<file path="src/rtl/le_window_scheduler_pkg.sv">
// le_window_scheduler_pkg
// Shared definitions for the Le window scheduler slice.
// Contents:
//   - default widths, mirroring the decoder-wide width defines
//   - block-length limits and the pipeline-flush gap length
//   - the scheduler FSM state encoding
package le_window_scheduler_pkg;

    localparam int LE_WINDOW_WIDTH = 9;
    localparam int LE_ADDR_WIDTH   = 13;
    localparam int LE_CMP_WIDTH    = 13;
    localparam int LE_ITER_WIDTH   = 4;

    localparam int LE_BLK_MIN    = 4;
    localparam int LE_BLK_MAX    = 6144;
    localparam int LE_GAP_CYCLES = 2;

    typedef enum logic [2:0] {
        ST_IDLE = 3'd0,
        ST_LOAD = 3'd1,
        ST_RUN  = 3'd2,
        ST_GAP  = 3'd3,
        ST_FIN  = 3'd4
    } le_state_t;

endpackage

</file>
<file path="src/rtl/le_window_scheduler_if.sv">
// le_window_scheduler_if
// Bundles the decoder-control handshake and the scheduler outputs.
// Signals:
//   start, blockSize, numIter       - run request from decoder control
//   busy, done, err                 - run status
//   CmpCounter, r, q_up, halfIter   - symbol counter, window split, pass index
//   cap_f, cap_g                    - init-address capture strobes
//   buf_wr_sel, buf_rd_sel          - window buffer selects
// Modports:
//   master - the decoder-control side (drives the request)
//   slave  - the scheduler side (drives status and sequencing outputs)
interface le_window_scheduler_if
    import le_window_scheduler_pkg::*;
#(
    parameter int WINDOW_WIDTH = LE_WINDOW_WIDTH,
    parameter int ADDR_WIDTH   = LE_ADDR_WIDTH,
    parameter int CMP_WIDTH    = LE_CMP_WIDTH,
    parameter int ITER_WIDTH   = LE_ITER_WIDTH
);

    logic                    start;
    logic [ADDR_WIDTH-1:0]   blockSize;
    logic [ITER_WIDTH-1:0]   numIter;
    logic                    busy;
    logic                    done;
    logic                    err;
    logic [CMP_WIDTH-1:0]    CmpCounter;
    logic [WINDOW_WIDTH-1:0] r;
    logic [3:0]              q_up;
    logic [ITER_WIDTH:0]     halfIter;
    logic                    cap_f;
    logic                    cap_g;
    logic [1:0]              buf_wr_sel;
    logic [1:0]              buf_rd_sel;

    modport master (
        output start, blockSize, numIter,
        input  busy, done, err, CmpCounter, r, q_up, halfIter,
               cap_f, cap_g, buf_wr_sel, buf_rd_sel
    );

    modport slave (
        input  start, blockSize, numIter,
        output busy, done, err, CmpCounter, r, q_up, halfIter,
               cap_f, cap_g, buf_wr_sel, buf_rd_sel
    );

endinterface

</file>
<file path="src/rtl/le_window_scheduler_cap_strobe_gen.sv">
// le_cap_strobe_gen
// Decides whether the symbol OFFSET positions ahead of the current one
// sits on a window boundary, i.e. whether an init address must be
// captured this cycle.
// Ports:
//   active      - high only while the scheduler is in RUN
//   cmp_counter - current symbol index
//   r, q_up     - remainder and whole-window count of the block length
//   block_size  - block length K
//   strobe      - capture strobe
module le_cap_strobe_gen
    import le_window_scheduler_pkg::*;
#(
    parameter int WINDOW_WIDTH = LE_WINDOW_WIDTH,
    parameter int ADDR_WIDTH   = LE_ADDR_WIDTH,
    parameter int CMP_WIDTH    = LE_CMP_WIDTH,
    parameter int OFFSET       = 1
)(
    input  logic                    active,
    input  logic [CMP_WIDTH-1:0]    cmp_counter,
    input  logic [WINDOW_WIDTH-1:0] r,
    input  logic [3:0]              q_up,
    input  logic [ADDR_WIDTH-1:0]   block_size,
    output logic                    strobe
);

    localparam int AW = CMP_WIDTH + 1;

    logic [AW-1:0]             ahead;
    logic [WINDOW_WIDTH+3:0]   tail_start;
    logic                      at_end;
    logic                      on_boundary;
    logic                      before_tail;

    // One extra bit keeps the look-ahead index from wrapping at the top of
    // the counter range. Comparing ahead against K (rather than the counter
    // against K-OFFSET) is the same test without an unsigned subtraction.
    // When K is not a whole number of windows, the final partial window
    // begins at q_up*B; that boundary is replaced by the block-end capture.
    always_comb begin
        ahead       = AW'(cmp_counter) + AW'(OFFSET);
        tail_start  = {q_up, {WINDOW_WIDTH{1'b0}}};
        at_end      = (ahead == AW'(block_size));
        on_boundary = (ahead[WINDOW_WIDTH-1:0] == '0);
        before_tail = (ahead != AW'(tail_start));
        strobe      = 1'b0;
        if (active) begin
            if (r == '0)
                strobe = on_boundary;
            else
                strobe = at_end || (on_boundary && before_tail);
        end
    end

endmodule

</file>
<file path="src/rtl/le_window_scheduler.sv">
// le_window_scheduler
// Sequences one turbo-decode run for the soft/hard-output write path:
// symbol counter per half-iteration, r/q_up window split of the block,
// Le init-address capture strobes, window-buffer rotation and the
// half-iteration count.
// Ports:
//   clk         - clock
//   reset       - asynchronous, active-low reset; aborts a run without done
//   bus         - slave side of le_window_scheduler_if (request + outputs)
//   early_stop  - only with LE_EARLY_STOP_EN defined; ends the run after the
//                 current decoder-2 pass when high in its last gap cycle
// Build option: LE_EARLY_STOP_EN adds the early_stop input. Without it,
// exactly 2*numIter half-iterations always run.
module le_window_scheduler
    import le_window_scheduler_pkg::*;
#(
    parameter int WINDOW_WIDTH = LE_WINDOW_WIDTH,
    parameter int ADDR_WIDTH   = LE_ADDR_WIDTH,
    parameter int CMP_WIDTH    = LE_CMP_WIDTH,
    parameter int ITER_WIDTH   = LE_ITER_WIDTH
)(
    input  logic                 clk,
    input  logic                 reset,
    le_window_scheduler_if.slave bus
`ifdef LE_EARLY_STOP_EN
    ,
    input  logic                 early_stop
`endif
);

    localparam int CW1 = CMP_WIDTH + 1;
    localparam int HW  = ITER_WIDTH + 1;

    le_state_t               state_q;
    le_state_t               state_d;

    logic [ADDR_WIDTH-1:0]   blk_q;
    logic [ITER_WIDTH-1:0]   iter_q;
    logic                    err_q;
    logic [WINDOW_WIDTH-1:0] r_q;
    logic [3:0]              q_up_q;
    logic [CMP_WIDTH-1:0]    cmp_q;
    logic [HW-1:0]           half_q;
    logic [1:0]              wr_sel_q;
    logic [1:0]              gap_cnt_q;

    logic                    req_bad;
    logic                    last_sym;
    logic                    gap_last;
    logic                    last_half;
    logic                    stop_now;
    logic                    run_active;
    logic                    cap_f;
    logic                    cap_g;

    // Request checks, end-of-pass and end-of-run conditions. A bad request
    // is judged on the live inputs so the rejection lands in the very next
    // cycle without a LOAD detour.
    always_comb begin
        req_bad    = (bus.blockSize < ADDR_WIDTH'(LE_BLK_MIN)) ||
                     (bus.blockSize > ADDR_WIDTH'(LE_BLK_MAX)) ||
                     (bus.numIter == '0);
        last_sym   = (CW1'(cmp_q) + CW1'(1)) == CW1'(blk_q);
        gap_last   = (gap_cnt_q == 2'(LE_GAP_CYCLES - 1));
        last_half  = (half_q + HW'(1)) == {iter_q, 1'b0};
        run_active = (state_q == ST_RUN);
    end

    // Early stop only counts after a decoder-2 pass (odd half-iteration).
`ifdef LE_EARLY_STOP_EN
    assign stop_now = early_stop && half_q[0];
`else
    assign stop_now = 1'b0;
`endif

    // Capture strobes look one and two symbols ahead respectively.
    le_cap_strobe_gen #(
        .WINDOW_WIDTH (WINDOW_WIDTH),
        .ADDR_WIDTH   (ADDR_WIDTH),
        .CMP_WIDTH    (CMP_WIDTH),
        .OFFSET       (1)
    ) u_cap_f (
        .active      (run_active),
        .cmp_counter (cmp_q),
        .r           (r_q),
        .q_up        (q_up_q),
        .block_size  (blk_q),
        .strobe      (cap_f)
    );

    le_cap_strobe_gen #(
        .WINDOW_WIDTH (WINDOW_WIDTH),
        .ADDR_WIDTH   (ADDR_WIDTH),
        .CMP_WIDTH    (CMP_WIDTH),
        .OFFSET       (2)
    ) u_cap_g (
        .active      (run_active),
        .cmp_counter (cmp_q),
        .r           (r_q),
        .q_up        (q_up_q),
        .block_size  (blk_q),
        .strobe      (cap_g)
    );

    // State register.
    always_ff @(posedge clk or negedge reset) begin
        if (!reset)
            state_q <= ST_IDLE;
        else
            state_q <= state_d;
    end

    // Next-state logic. FIN always returns to IDLE, so a start coinciding
    // with done is dropped and only accepted from the following cycle.
    always_comb begin
        state_d = state_q;
        case (state_q)
            ST_IDLE: if (bus.start) state_d = req_bad ? ST_FIN : ST_LOAD;
            ST_LOAD: state_d = ST_RUN;
            ST_RUN:  if (last_sym) state_d = ST_GAP;
            ST_GAP:  if (gap_last) state_d = (last_half || stop_now) ? ST_FIN : ST_RUN;
            ST_FIN:  state_d = ST_IDLE;
            default: state_d = ST_IDLE;
        endcase
    end

    // Run datapath: request capture, window split, symbol counter, gap
    // timer, half-iteration count and write-buffer rotation. The buffer
    // select steps in the cycle after each cap_f and restarts at 0 for
    // every pass.
    always_ff @(posedge clk or negedge reset) begin
        if (!reset) begin
            blk_q     <= '0;
            iter_q    <= '0;
            err_q     <= 1'b0;
            r_q       <= '0;
            q_up_q    <= '0;
            cmp_q     <= '0;
            half_q    <= '0;
            wr_sel_q  <= '0;
            gap_cnt_q <= '0;
        end else begin
            case (state_q)
                ST_IDLE: begin
                    if (bus.start) begin
                        blk_q  <= bus.blockSize;
                        iter_q <= bus.numIter;
                        err_q  <= req_bad;
                    end
                end
                ST_LOAD: begin
                    r_q       <= blk_q[WINDOW_WIDTH-1:0];
                    q_up_q    <= blk_q[WINDOW_WIDTH+3:WINDOW_WIDTH];
                    cmp_q     <= '0;
                    half_q    <= '0;
                    wr_sel_q  <= '0;
                    gap_cnt_q <= '0;
                end
                ST_RUN: begin
                    cmp_q     <= last_sym ? '0 : cmp_q + CMP_WIDTH'(1);
                    gap_cnt_q <= '0;
                    if (cap_f)
                        wr_sel_q <= (wr_sel_q == 2'd2) ? 2'd0 : wr_sel_q + 2'd1;
                end
                ST_GAP: begin
                    cmp_q <= '0;
                    if (gap_last) begin
                        gap_cnt_q <= '0;
                        half_q    <= half_q + HW'(1);
                        wr_sel_q  <= '0;
                    end else begin
                        gap_cnt_q <= gap_cnt_q + 2'd1;
                    end
                end
                default: begin
                end
            endcase
        end
    end

    // Status and sequencing outputs, all derived from registered state.
    assign bus.busy       = (state_q == ST_LOAD) || (state_q == ST_RUN) || (state_q == ST_GAP);
    assign bus.done       = (state_q == ST_FIN);
    assign bus.err        = (state_q == ST_FIN) && err_q;
    assign bus.CmpCounter = cmp_q;
    assign bus.r          = r_q;
    assign bus.q_up       = q_up_q;
    assign bus.halfIter   = half_q;
    assign bus.cap_f      = cap_f;
    assign bus.cap_g      = cap_g;
    assign bus.buf_wr_sel = wr_sel_q;
    assign bus.buf_rd_sel = (wr_sel_q == 2'd0) ? 2'd2 : wr_sel_q - 2'd1;

endmodule

</file>
<file path="src/flat_wrapper.sv">
// flat-port wrapper written by rule: the top's interface ports become plain ports
module le_window_scheduler_flat import le_window_scheduler_pkg::*;
#(
    parameter int WINDOW_WIDTH = LE_WINDOW_WIDTH,
    parameter int ADDR_WIDTH   = LE_ADDR_WIDTH,
    parameter int CMP_WIDTH    = LE_CMP_WIDTH,
    parameter int ITER_WIDTH   = LE_ITER_WIDTH
)
  (clk, reset, bus_start, bus_blockSize, bus_numIter, bus_busy, bus_done, bus_err, bus_CmpCounter, bus_r, bus_q_up, bus_halfIter, bus_cap_f, bus_cap_g, bus_buf_wr_sel, bus_buf_rd_sel);
  le_window_scheduler_if #(.WINDOW_WIDTH(WINDOW_WIDTH), .ADDR_WIDTH(ADDR_WIDTH), .CMP_WIDTH(CMP_WIDTH), .ITER_WIDTH(ITER_WIDTH)) bus_i ();
  input  logic clk;
  input  logic reset;
  input wire logic [$bits(bus_i.start)-1:0] bus_start;
  input wire logic [$bits(bus_i.blockSize)-1:0] bus_blockSize;
  input wire logic [$bits(bus_i.numIter)-1:0] bus_numIter;
  output wire logic [$bits(bus_i.busy)-1:0] bus_busy;
  output wire logic [$bits(bus_i.done)-1:0] bus_done;
  output wire logic [$bits(bus_i.err)-1:0] bus_err;
  output wire logic [$bits(bus_i.CmpCounter)-1:0] bus_CmpCounter;
  output wire logic [$bits(bus_i.r)-1:0] bus_r;
  output wire logic [$bits(bus_i.q_up)-1:0] bus_q_up;
  output wire logic [$bits(bus_i.halfIter)-1:0] bus_halfIter;
  output wire logic [$bits(bus_i.cap_f)-1:0] bus_cap_f;
  output wire logic [$bits(bus_i.cap_g)-1:0] bus_cap_g;
  output wire logic [$bits(bus_i.buf_wr_sel)-1:0] bus_buf_wr_sel;
  output wire logic [$bits(bus_i.buf_rd_sel)-1:0] bus_buf_rd_sel;
  assign bus_i.start = bus_start;
  assign bus_i.blockSize = bus_blockSize;
  assign bus_i.numIter = bus_numIter;
  assign bus_busy = bus_i.busy;
  assign bus_done = bus_i.done;
  assign bus_err = bus_i.err;
  assign bus_CmpCounter = bus_i.CmpCounter;
  assign bus_r = bus_i.r;
  assign bus_q_up = bus_i.q_up;
  assign bus_halfIter = bus_i.halfIter;
  assign bus_cap_f = bus_i.cap_f;
  assign bus_cap_g = bus_i.cap_g;
  assign bus_buf_wr_sel = bus_i.buf_wr_sel;
  assign bus_buf_rd_sel = bus_i.buf_rd_sel;
  le_window_scheduler #(.WINDOW_WIDTH(WINDOW_WIDTH), .ADDR_WIDTH(ADDR_WIDTH), .CMP_WIDTH(CMP_WIDTH), .ITER_WIDTH(ITER_WIDTH)) u_core (.clk(clk), .reset(reset), .bus(bus_i));
endmodule
</file>
<file path="config.mk">
export PLATFORM = sky130hd
export DESIGN_NAME = le_window_scheduler_flat
export DESIGN_NICKNAME = d
export VERILOG_FILES = /design/src/rtl/le_window_scheduler_pkg.sv /design/src/rtl/le_window_scheduler_if.sv /design/src/rtl/le_window_scheduler_cap_strobe_gen.sv /design/src/rtl/le_window_scheduler.sv /design/src/flat_wrapper.sv
export SDC_FILE = /design/constraint.sdc
export NUM_CORES = 1
export LEC_CHECK = 0
export CORE_UTILIZATION = 23
export CTS_CLUSTER_DIAMETER = 120
export DETAILED_ROUTE_END_ITERATION = 7
export HOLD_SLACK_MARGIN = 0.1
export SYNTH_ARGS = -nofsm -noshare
export SYNTH_HDL_FRONTEND = slang
export SYNTH_SLANG_ARGS = --single-unit
</file>
<file path="constraint.sdc">
create_clock -name clk -period 3.8 [get_ports clk]
set_input_delay 0.76 -clock clk [delete_from_list [all_inputs] [get_ports clk]]
set_output_delay 0.76 -clock clk [all_outputs]
set_load 0.05 [all_outputs]
</file>
==> flow_summary_export.csv, run 1 <==
group,metric,value,unit
status,violations,"setup timing",
floorplanning,die_w,131,um
setup_path,path_delay_family,"simple AND/OR/NAND/NOR gates",
drt,firstDrtPassIters,5,
drt,vias,3514,
yosys,synth_seq_cells,56,
pwr,power.density,707,nW/um^2
setup_path,rr_startpoint,"u_core.bus.CmpCounter[1]$_DFFE_PN0P_",
hold_path,holdPathEnd,"u_core.gap_cnt_q[1]$_DFFE_PN0P_",
yosys,yosysSeqAreaShare,36.4,%
setup_path,cp_cell_sequence,"ha_4, nand4_1, or3_4, xnor2_2, or4_1, or4_4, o21a_4, nor2_4, buf_12",
drt,ant_nets,0,
clocking,cts_buffer_depth,2,
clocking,clkTransAtPathRegs,0.08,ns
clocking,cts_htree_levels,2,
yosys,yosysTopAreaCellShare,36.4,%
setup_path,cp-start-kind,"flop",
drt,met1_length,5810,um
global_routing,grt_pass1_wl,18700,um
placed_design,preCtsSetupSlack,0.182,ns
clocking,cts_root_buf,"clkbuf_16",
placed_design,dp.cells,685,
setup_path,worst_setup_path_end_kind,"output port",
floorplanning,dieArea,17200,um^2
pwr,peakVddDrop,0.000412,V
global_routing,grt_use_total,13.6,%
yosys,synth_top_area_cell,"dfrtp_1",
timing,fmax,263,MHz
global_routing,antenna_found_initial,0,
timing,finClkSkew,0.0107,ns
cells_and_area,drive_above_1_share,21.5,%
setup_path,reg2reg_slack,0.69,ns
setup_path,slowest_delay,0.54,ns
placed_design,dpl.hpwl,8760,um
timing,slew_headroom,39.4,%
setup_path,slowest_stage,"or4_4",
timing,period_share,100,%
drt,drc,0,
setup_path,rr_endpoint,"u_core.bus.CmpCounter[12]$_DFFE_PN0P_",
setup_path,critPathKind,"reg -> out",
drt,via_per_inst,4.96,
hold_path,min-delay-start,"u_core.gap_cnt_q[1]$_DFFE_PN0P_",
clocking,cts_tree,"built",
timing,setup_viol,1,
yosys,synth.area.top_cells,"dfrtp_1, mux2_2, xnor2_1, nand2_1, xor2_1",
yosys,yosysMostFrequentCell,"dfrtp_1",
clocking,cts_made_buffers,5,
clocking,holdBufCountCts,0,
yosys,syn_inst,418,
global_routing,grt_overflow_total,0,
timing,rsz0062_at_grt,"yes",
drt,dr_wl_met3,741,um
setup_path,cp_data_required_time,3.04,ns
yosys,synthFlopType,"dfrtp_1",
floorplanning,fp.dieH,131,um
yosys,synth-edff-count,0,
floorplanning,std_cell_rows,46,
floorplanning,start_util,23.9,%
placed_design,gp_congestion,0.901,
cells_and_area,fin_cells,708,
drt,avgRoutedWirePerCell,16.6,um
drt,drt_iter0_markers,209,
cells_and_area,n_antenna_cell,0,
timing,worst_pin_slew,0.909,ns
drt,maxUsedRoutingLayer,"met4",
pwr,finalPower,3610,uW
setup_path,critPathBufInv,1,
yosys,synth_cell_types,64,
placed_design,placed_area,4760,um^2
global_routing,grt_pass1_vias,3355,
yosys,syn_area_per_cell,9.20,um^2
placed_design,io_buffer_count,59,
timing,period_needed,3.81,ns
timing,drv_slew,0,
yosys,synthesis.area,3850,um^2
yosys,yosysWarnings,0,
clocking,clock_sinks,56,
status,outcome,"finished, violations left",
clocking,clk_latency,0.31,ns
floorplanning,pin_count,60,
cells_and_area,final_util,31.7,%
global_routing,grt_start_max_net_pins,39,
hold_path,holdPathStages,1,
floorplanning,core-area,16100,um^2
yosys,syn-num-nets,446,
yosys,ys_top_cells_by_count,"dfrtp_1, nand2_1, mux2_2",
hold_path,hold_path_class,"reg -> reg",
pwr,p_leak,0.00202,uW
cells_and_area,final_nets,519,
yosys,ys_async_sr_fraction,100,%
run,drv_cap,0,
setup_path,ff2ff_path_depth,9,
drt,met2_length,5030,um
cells_and_area,stdcell_area,5110,um^2
timing,finalHoldViolCount,0,
cells_and_area,synthToLayoutAreaGrowth,32.8,%
setup_path,crit_arrival,3.05,ns
setup_path,cp_max_fo,6,
timing,layout_setup_ws,-0.00717,ns
drt,wirelength,11700,um
worst reg2reg max path: cells and delay by family, from the launching register on:
family	cells	cell delay (ns)
AO/OA/AOI/OAI	3	0.67
adder cells (fa/ha/maj)	1	0.18
flip-flops	1	0.49
AND/OR/NAND/NOR	4	1.45
buffers and inverters	1	0.19
cell families after synthesis:
family | share of synthesized area [%]
compound gates | 12.6
xor+xnor | 10.7
fa+ha+maj | 2.60
buf+inv | 5.17
flops | 36.4
mux | 10.9
simple gates | 21.6
metal layers:
metal,up-vias,global-route usage (%)
li1,1647,-
met1,1716,20.0
met2,139,20.2
met3,12,2.43
met4,0,3.55
met5,-,0
where the power goes:
group,switching [uW],total (uW),leakage (uW),internal (uW)
clock network,240,556,0.0000857,316
logic,1090,1930,0.00123,837
registers,317,1130,0.000700,811
how the worst max path moves through the flow:
stage	startpoint	to	slack, ns	cells past startpoint
2_1_floorplan	u_core.bus.CmpCounter[2]$_DFFE_PN0P_	bus_cap_f	0.05	10
3_3_place_gp	u_core.bus.CmpCounter[1]$_DFFE_PN0P_	bus_cap_f	0.24	9
3_5_place_dp	u_core.bus.CmpCounter[1]$_DFFE_PN0P_	bus_cap_f	0.18	9
4_1_cts	u_core.bus.CmpCounter[1]$_DFFE_PN0P_	bus_cap_f	0.01	9
5_1_grt	u_core.bus.CmpCounter[1]$_DFFE_PN0P_	bus_cap_f	-0.09	9
6_report	u_core.bus.CmpCounter[1]$_DFFE_PN0P_	bus_cap_f	-0.007	9
metrics by stage:
stage	hold slack [ns]	setup TNS [ns]
2_1_floorplan	0.464	0
3_3_place_gp	0.488	0
5_1_grt	0.543	-0.0881
6_report	0.525	-0.00717
3_5_place_dp	0.503	0
4_1_cts	0.524	0
final cells by class:
class,instances,area (um^2)
Clock inverter,3,46.3
Fill cell,1695,11000
Tap cell,216,270
Clock buffer,5,125
Sequential cell,56,1410
Timing Repair Buffer,94,872
Multi-Input combinational cell,321,2330
Inverter,13,48.8
cell usage in the layout (no fill, tap or decap), drive strengths merged, types with 3 or more instances in the layout:
master and instances:
clkdlybuf4s50 56, nand2b 3, or3 4, or4 4, nor4 10, inv 14
o22ai 3, o211ai 4, nand3 18, nand2 48, nor3 17, clkbuf 5
dfrtp 56, nor2 22, a31oi 4, and2 4, ha 8, a21oi 8
o2111ai 5, xnor2 29, buf 38, xor2 16, and3 8, nand3b 3
o21a 3, a31o 4, o21ai 22, nand4 7, mux2 30, mux2i 8
flip-flops by register name, summed over array words and instances, names as in the netlist:
| name | flops |
|---|---|
| u_core.blk_q | 13 |
| u_core.err_q | 1 |
| u_core.gap_cnt_q | 2 |
| u_core.bus.q_up | 4 |
| u_core.bus.r | 9 |
| u_core.bus.CmpCounter | 13 |
| u_core.state_q | 3 |
| u_core.bus.buf_wr_sel | 2 |
| u_core.iter_q | 4 |
| u_core.bus.halfIter | 5 |
what timing repair did:
item                                   CTS  global route
gates resized for setup                  6             7
buffers inserted                         4            11
endpoints found under the hold margin    0             0
pin swaps                                1             7
setup endpoints to repair                1             1
No activity file was read; power rests on OpenSTA's default activity.
==> run 2, diff against run 1 <==
--- a/config.mk
+++ b/config.mk
@@ -5,7 +5,9 @@
 export SDC_FILE = /design/constraint.sdc
 export NUM_CORES = 1
 export LEC_CHECK = 0
-export CORE_UTILIZATION = 23
+export CAP_MARGIN = 25
+export CORE_MARGIN = 2
+export CORE_UTILIZATION = 40
 export CTS_CLUSTER_DIAMETER = 120
 export DETAILED_ROUTE_END_ITERATION = 7
 export HOLD_SLACK_MARGIN = 0.1
==> run 2 against run 1 <==
  * Non-clock buffer count shrank 11
  * Clock power shrank 39%
  * Sequential power is essentially flat
  * Total power shrank 8.6%
  * Largest power group unchanged
  * The flow now finishes without violations
==> flow_summary_export.csv, run 2 (same netlist as run 1, synthesis figures left out) <==
group,metric,value,unit
floorplanning,core-area,9280,um^2
cells_and_area,final_nets,508,
drt,avgRoutedWirePerCell,16.8,um
drt,via_per_inst,5.53,
setup_path,cp_cell_sequence,"ha_4, nand4_1, or3_4, xnor2_1, or4_1, or4_4, o21a_4, nor2_4, buf_12",
timing,fmax,264,MHz
cells_and_area,seq_area,1410,um^2
floorplanning,pin_count,60,
setup_path,critPathBufInv,1,
drt,wirelength,10200,um
drt,vias,3376,
cells_and_area,drive_above_1_share,18.9,%
hold_path,hold_path_class,"in -> async",
placed_design,dpl.hpwl,7760,um
drt,drt_iter0_markers,182,
status,outcome,"completed",
setup_path,slowest_delay,0.51,ns
setup_path,path_delay_family,"simple AND/OR/NAND/NOR gates",
global_routing,grt_pass1_vias,3239,
cells_and_area,final_common_cell,"clkdlybuf4s50_1",
setup_path,cp-start-kind,"flop",
timing,worst_pin_slew,0.799,ns
pwr,p_switching,1570,uW
cells_and_area,final_util,51.8,%
global_routing,antenna_found_initial,0,
timing,slew_headroom,46.8,%
timing,drv_slew,0,
global_routing,grt_use_total,20.5,%
global_routing,grt_start_max_net_pins,37,
pwr,p_leak,0.00190,uW
global_routing,grt_overflow_total,0,
clocking,clk_latency,0.31,ns
timing,finClkSkew,0.00405,ns
placed_design,gp_congestion,0.909,
clocking,cts_made_buffers,5,
setup_path,worst_setup_path_end_kind,"output port",
pwr,power_frac_comb,55.9,%
floorplanning,dieArea,10400,um^2
timing,finalHoldViolCount,0,
clocking,cts_buffer_depth,2,
pwr,power.density,686,nW/um^2
floorplanning,start_util,41.4,%
clocking,cts_htree_levels,2,
cells_and_area,stdcell_area,4800,um^2
placed_design,placed_area,4640,um^2
drt,firstDrtPassIters,5,
run,drv_cap,0,
cells_and_area,multi_input_area,2310,um^2
timing,rsz0062_at_grt,"yes",
global_routing,grt_pass1_wl,16700,um
setup_path,slowest_stage,"dfrtp_4",
setup_path,crit_arrival,3.03,ns
pwr,peakVddDrop,0.000559,V
floorplanning,die_w,102,um
pwr,p_sw_share,47.5,%
setup_path,cp_max_fo,8,
clocking,clock_sinks,56,
drt,drc,0,
pwr,pwr-share-clk,10.3,%
setup_path,critPathKind,"reg -> out",
pwr,power_frac_seq,33.8,%
timing,setup_viol,0,
clocking,cts_tree,"built",
timing,period_needed,3.79,ns
cells_and_area,synthToLayoutAreaGrowth,24.9,%
clocking,cts_root_buf,"clkbuf_8",
cells_and_area,n_fill_cell,891,
clocking,holdBufCountCts,0,
floorplanning,fp.dieH,102,um
timing,fin_tns_setup,0,ns
cells_and_area,layout_common_cells,"clkdlybuf4s50_1, dfrtp_1, nand2_1, mux2_2, xnor2_1",
clocking,clkTransAtPathRegs,0.11,ns
floorplanning,std_cell_rows,35,
pwr,intPower,1730,uW
placed_design,io_buffer_count,59,
setup_path,cp_data_required_time,3.04,ns
drt,ant_nets,0,
cells_and_area,n_antenna_cell,0,
timing,period_share,99.8,%
run 2: worst register-to-register path: stages, from the launching register on:
cell and delay [ns]:
dfrtp_4 0.56, ha_4 0.20, buf_4 0.13, and3_1 0.22
nand3_1 0.21, xnor2_1 0.15, o2111ai_1 0.15, or4b_1 0.86
nand2_1 0.31, nor3b_1 0.24
run 2: worst paths after layout:
path                                                 startpoint                                    to  slack (ns)  depth (start not counted)
max                        u_core.bus.CmpCounter[1]$_DFFE_PN0P_                             bus_cap_f       0.009                          9
max reg2reg                u_core.bus.CmpCounter[1]$_DFFE_PN0P_         u_core.state_q[2]$_DFFE_PN0P_        0.69                          9
max in group asynchronous                                 reset  u_core.bus.CmpCounter[5]$_DFFE_PN0P_        2.46                          2
min reg2reg                     u_core.gap_cnt_q[1]$_DFFE_PN0P_       u_core.gap_cnt_q[1]$_DFFE_PN0P_        0.53                          1
min                                                       reset    u_core.bus.halfIter[4]$_DFFE_PN0P_        0.52                          1
min in group clk                u_core.gap_cnt_q[1]$_DFFE_PN0P_       u_core.gap_cnt_q[1]$_DFFE_PN0P_        0.53                          1
run 2: final cells by class:
cell class              count  share of cell area (%)
clock buffers               6                    1.51
clock inverters             2                   0.286
inverters                  13                    1.02
multi-input cells         321                    48.0
flip-flops and latches     56                    29.4
well taps                 129                    3.36
repair buffers             83                    16.4
run 2: metrics by stage:
stage	total power, uW	cells	setup WS (ns)	hold WS, ns
5_1_grt	3510	610	-0.116	0.564
4_1_cts	3310	610	-0.00107	0.530
6_report	3300	610	0.00940	0.523
2_1_floorplan	2340	418	0.0497	0.464
3_3_place_gp	2890	597	0.183	0.492
3_5_place_dp	2920	597	0.133	0.508
run 2: repair_timing:
action / in CTS / in global routing
pin swaps: 1 / 0
resized for setup: 8 / 1
endpoints found under the setup margin: 1 / 1
setup buffers: 5 / 0
run 2: power by group through the flow:
stage	Combinational [uW]	Clock, uW	Sequential [uW]
final	1840	340	1110
after global routing	1980	376	1160
after CTS	1840	351	1110
after detailed placement	1790	0	1130
after global placement	1770	0	1120
after floorplan	976	0	1360
run 2: routing by layer:
| metal | up-vias | global-route usage (%) | wire length, um |
|---|---|---|---|
| met5 | - | 0 | 0 |
| met4 | 0 | 5.13 | 161 |
| met3 | 15 | 3.76 | 585 |
| met2 | 104 | 31.4 | 4560 |
| met1 | 1638 | 29.9 | 4930 |
| li1 | 1619 | - | - |
==> run 3, diff against run 2 <==
--- a/config.mk
+++ b/config.mk
@@ -10,6 +10,7 @@
 export CORE_UTILIZATION = 40
 export CTS_CLUSTER_DIAMETER = 120
 export DETAILED_ROUTE_END_ITERATION = 7
+export GPL_ROUTABILITY_DRIVEN = 0
 export HOLD_SLACK_MARGIN = 0.1
 export SYNTH_ARGS = -nofsm -noshare
 export SYNTH_HDL_FRONTEND = slang
==> run 3 against run 2 <==
  * Sequential power barely moved
  * Critical endpoint unchanged
  * Largest cell class unchanged
  * Clock skew increased by 0.0040 ns
  * Combinational power is 2% higher
  * Core utilization increased by 0.49 points
  * Total power increased by 1.6%
  * Clock power rose by 6.2%
  * Clock-buffer cell count down 1
  * Critical path depth unchanged
  * Via count barely moved
  * Sequential share of layout area shrank 0.27 points
  * Cell count rose by 0.49%
  * Global-route usage rose by 0.39 points
==> flow_summary_export.csv, run 3 (same netlist as run 1, synthesis figures left out) <==
group,metric,value,unit
floorplanning,dieArea,10400,um^2
clocking,clk_latency,0.32,ns
cells_and_area,drive_above_1_share,20.0,%
cells_and_area,fin_cells,613,
clocking,cts_htree_levels,2,
clocking,cts_buffer_depth,2,
cells_and_area,seq_area,1410,um^2
run,drv_cap,0,
timing,fmax,265,MHz
clocking,holdBufCountCts,0,
timing,period_share,99.3,%
floorplanning,start_util,41.4,%
setup_path,worst_setup_path_end_kind,"output port",
cells_and_area,final_util,52.2,%
setup_path,cp-startpoint,"u_core.bus.CmpCounter[1]$_DFFE_PN0P_",
timing,rsz0062_at_grt,"yes",
timing,finalHoldViolCount,0,
setup_path,ff2ff_path_depth,7,
timing,worst_pin_slew,0.805,ns
clocking,clock_sinks,56,
cells_and_area,n_antenna_cell,0,
drt,vias,3378,
global_routing,grt_start_max_net_pins,36,
hold_path,hold_path_class,"in -> async",
floorplanning,fp.dieH,102,um
setup_path,crit_arrival,3.01,ns
global_routing,antenna_found_initial,0,
timing,finClkSkew,0.00806,ns
timing,layout_setup_ws,0.0268,ns
global_routing,grt_use_total,20.9,%
setup_path,reg2reg_slack,0.79,ns
setup_path,rr_endpoint,"u_core.bus.CmpCounter[12]$_DFFE_PN0P_",
pwr,finalPower,3350,uW
clocking,clkTransAtPathRegs,0.12,ns
setup_path,cp_cell_sequence,"ha_4, nand4_1, or3_4, xnor2_1, or4_1, or4_4, o21a_4, nor2_4, buf_12",
setup_path,slowest_delay,0.49,ns
setup_path,slowest_stage,"dfrtp_4",
drt,drt_iter0_markers,201,
clocking,cts_tree,"built",
drt,drc,0,
floorplanning,core-area,9280,um^2
floorplanning,std_cell_rows,35,
timing,setup_viol,0,
placed_design,dp.cells,598,
global_routing,grt_pass1_vias,3294,
pwr,power.density,691,nW/um^2
cells_and_area,synthToLayoutAreaGrowth,26.1,%
clocking,cts_made_buffers,5,
pwr,p_leak,0.00193,uW
drt,ant_nets,0,
setup_path,cp-start-kind,"flop",
setup_path,endpoint,"bus_cap_f",
status,outcome,"completed",
pwr,peakVddDrop,0.000562,V
clocking,cts_root_buf,"clkbuf_8",
timing,period_needed,3.77,ns
drt,avgRoutedWirePerCell,17.1,um
cells_and_area,final_common_cell,"clkdlybuf4s50_1",
floorplanning,die_w,102,um
cells_and_area,layout_common_cells,"clkdlybuf4s50_1, dfrtp_1, nand2_1, mux2_2, xnor2_1",
timing,drv_slew,0,
setup_path,critPathKind,"reg -> out",
setup_path,cp_max_fo,5,
global_routing,grt_pass1_wl,17100,um
floorplanning,pin_count,60,
drt,wirelength,10500,um
cells_and_area,n_fill_cell,910,
setup_path,cp_data_required_time,3.04,ns
global_routing,grt_overflow_total,0,
setup_path,rr_startpoint,"u_core.bus.CmpCounter[4]$_DFFE_PN0P_",
placed_design,io_buffer_count,59,
drt,via_per_inst,5.51,
cells_and_area,final_nets,511,
placed_design,dpl.hpwl,7790,um
placed_design,preCtsSetupSlack,0.197,ns
timing,slew_headroom,46.3,%
drt,firstDrtPassIters,5,
cells_and_area,multi_input_area,2330,um^2
## run 3: timing repair
action / in CTS / in global routing
endpoints found under the hold margin: 0 / 0
buffers inserted: 6 / 1
setup endpoints to repair: 1 / 1
gates cloned: 0 / 0
resized for setup: 7 / 5
pin swaps: 2 / 1
## run 3: metal layers
layer / vias to the layer above / track usage, % / part of all wire [%]
li1: 1637 / - / -
met1: 1615 / 30.5 / 49
met2: 116 / 33.0 / 45
met3: 10 / 2.74 / 5.1
met4: 0 / 4.92 / 1.0
met5: - / 0 / 0
## run 3: layout make-up
class                   instances  share of cell area (%)
clock inverters                 3                   0.516
inverters                      13                    1.01
flip-flops and latches         56                    29.1
repair buffers                 86                    16.7
multi-input cells             321                    48.0
clock buffers                   5                    1.42
well taps                     129                    3.33
## run 3: where the power goes
group / switching, uW / leakage [uW] / internal (uW)
Clock: 225 / 0.0000504 / 137
Combinational: 1070 / 0.00118 / 808
Sequential: 301 / 0.000702 / 810
## run 3: worst min path at each step
| stage | startpoint | endpoint | depth (start not counted) |
|---|---|---|---|
| 3_5_place_dp | u_core.gap_cnt_q[1]$_DFFE_PN0P_ | u_core.gap_cnt_q[1]$_DFFE_PN0P_ | 1 |
| 5_1_grt | reset | u_core.bus.halfIter[1]$_DFFE_PN0P_ | 1 |
| 6_report | reset | u_core.bus.halfIter[1]$_DFFE_PN0P_ | 1 |
| 2_1_floorplan | reset | u_core.blk_q[0]$_DFFE_PN0P_ | 0 |
| 4_1_cts | u_core.gap_cnt_q[1]$_DFFE_PN0P_ | u_core.gap_cnt_q[1]$_DFFE_PN0P_ | 1 |
| 3_3_place_gp | u_core.gap_cnt_q[1]$_DFFE_PN0P_ | u_core.gap_cnt_q[1]$_DFFE_PN0P_ | 1 |
## run 3: metrics by stage
stage	TNS [ns]	area, um^2	hold slack, ns
final	0	4850	0.508
after global routing	-0.0745	4850	0.570
after CTS	0	4810	0.539
after detailed placement	0	4650	0.504
after global placement	0	4650	0.491
after floorplan	0	3890	0.464
## run 3: critical path, delay by kind of cell (launching register included)
family / cells / cell delay (ns)
compound gates: 1 / 0.24
xor+xnor: 1 / 0.15
fa+ha+maj: 1 / 0.17
buf+inv: 1 / 0.15
flops: 1 / 0.49
simple gates: 5 / 1.50
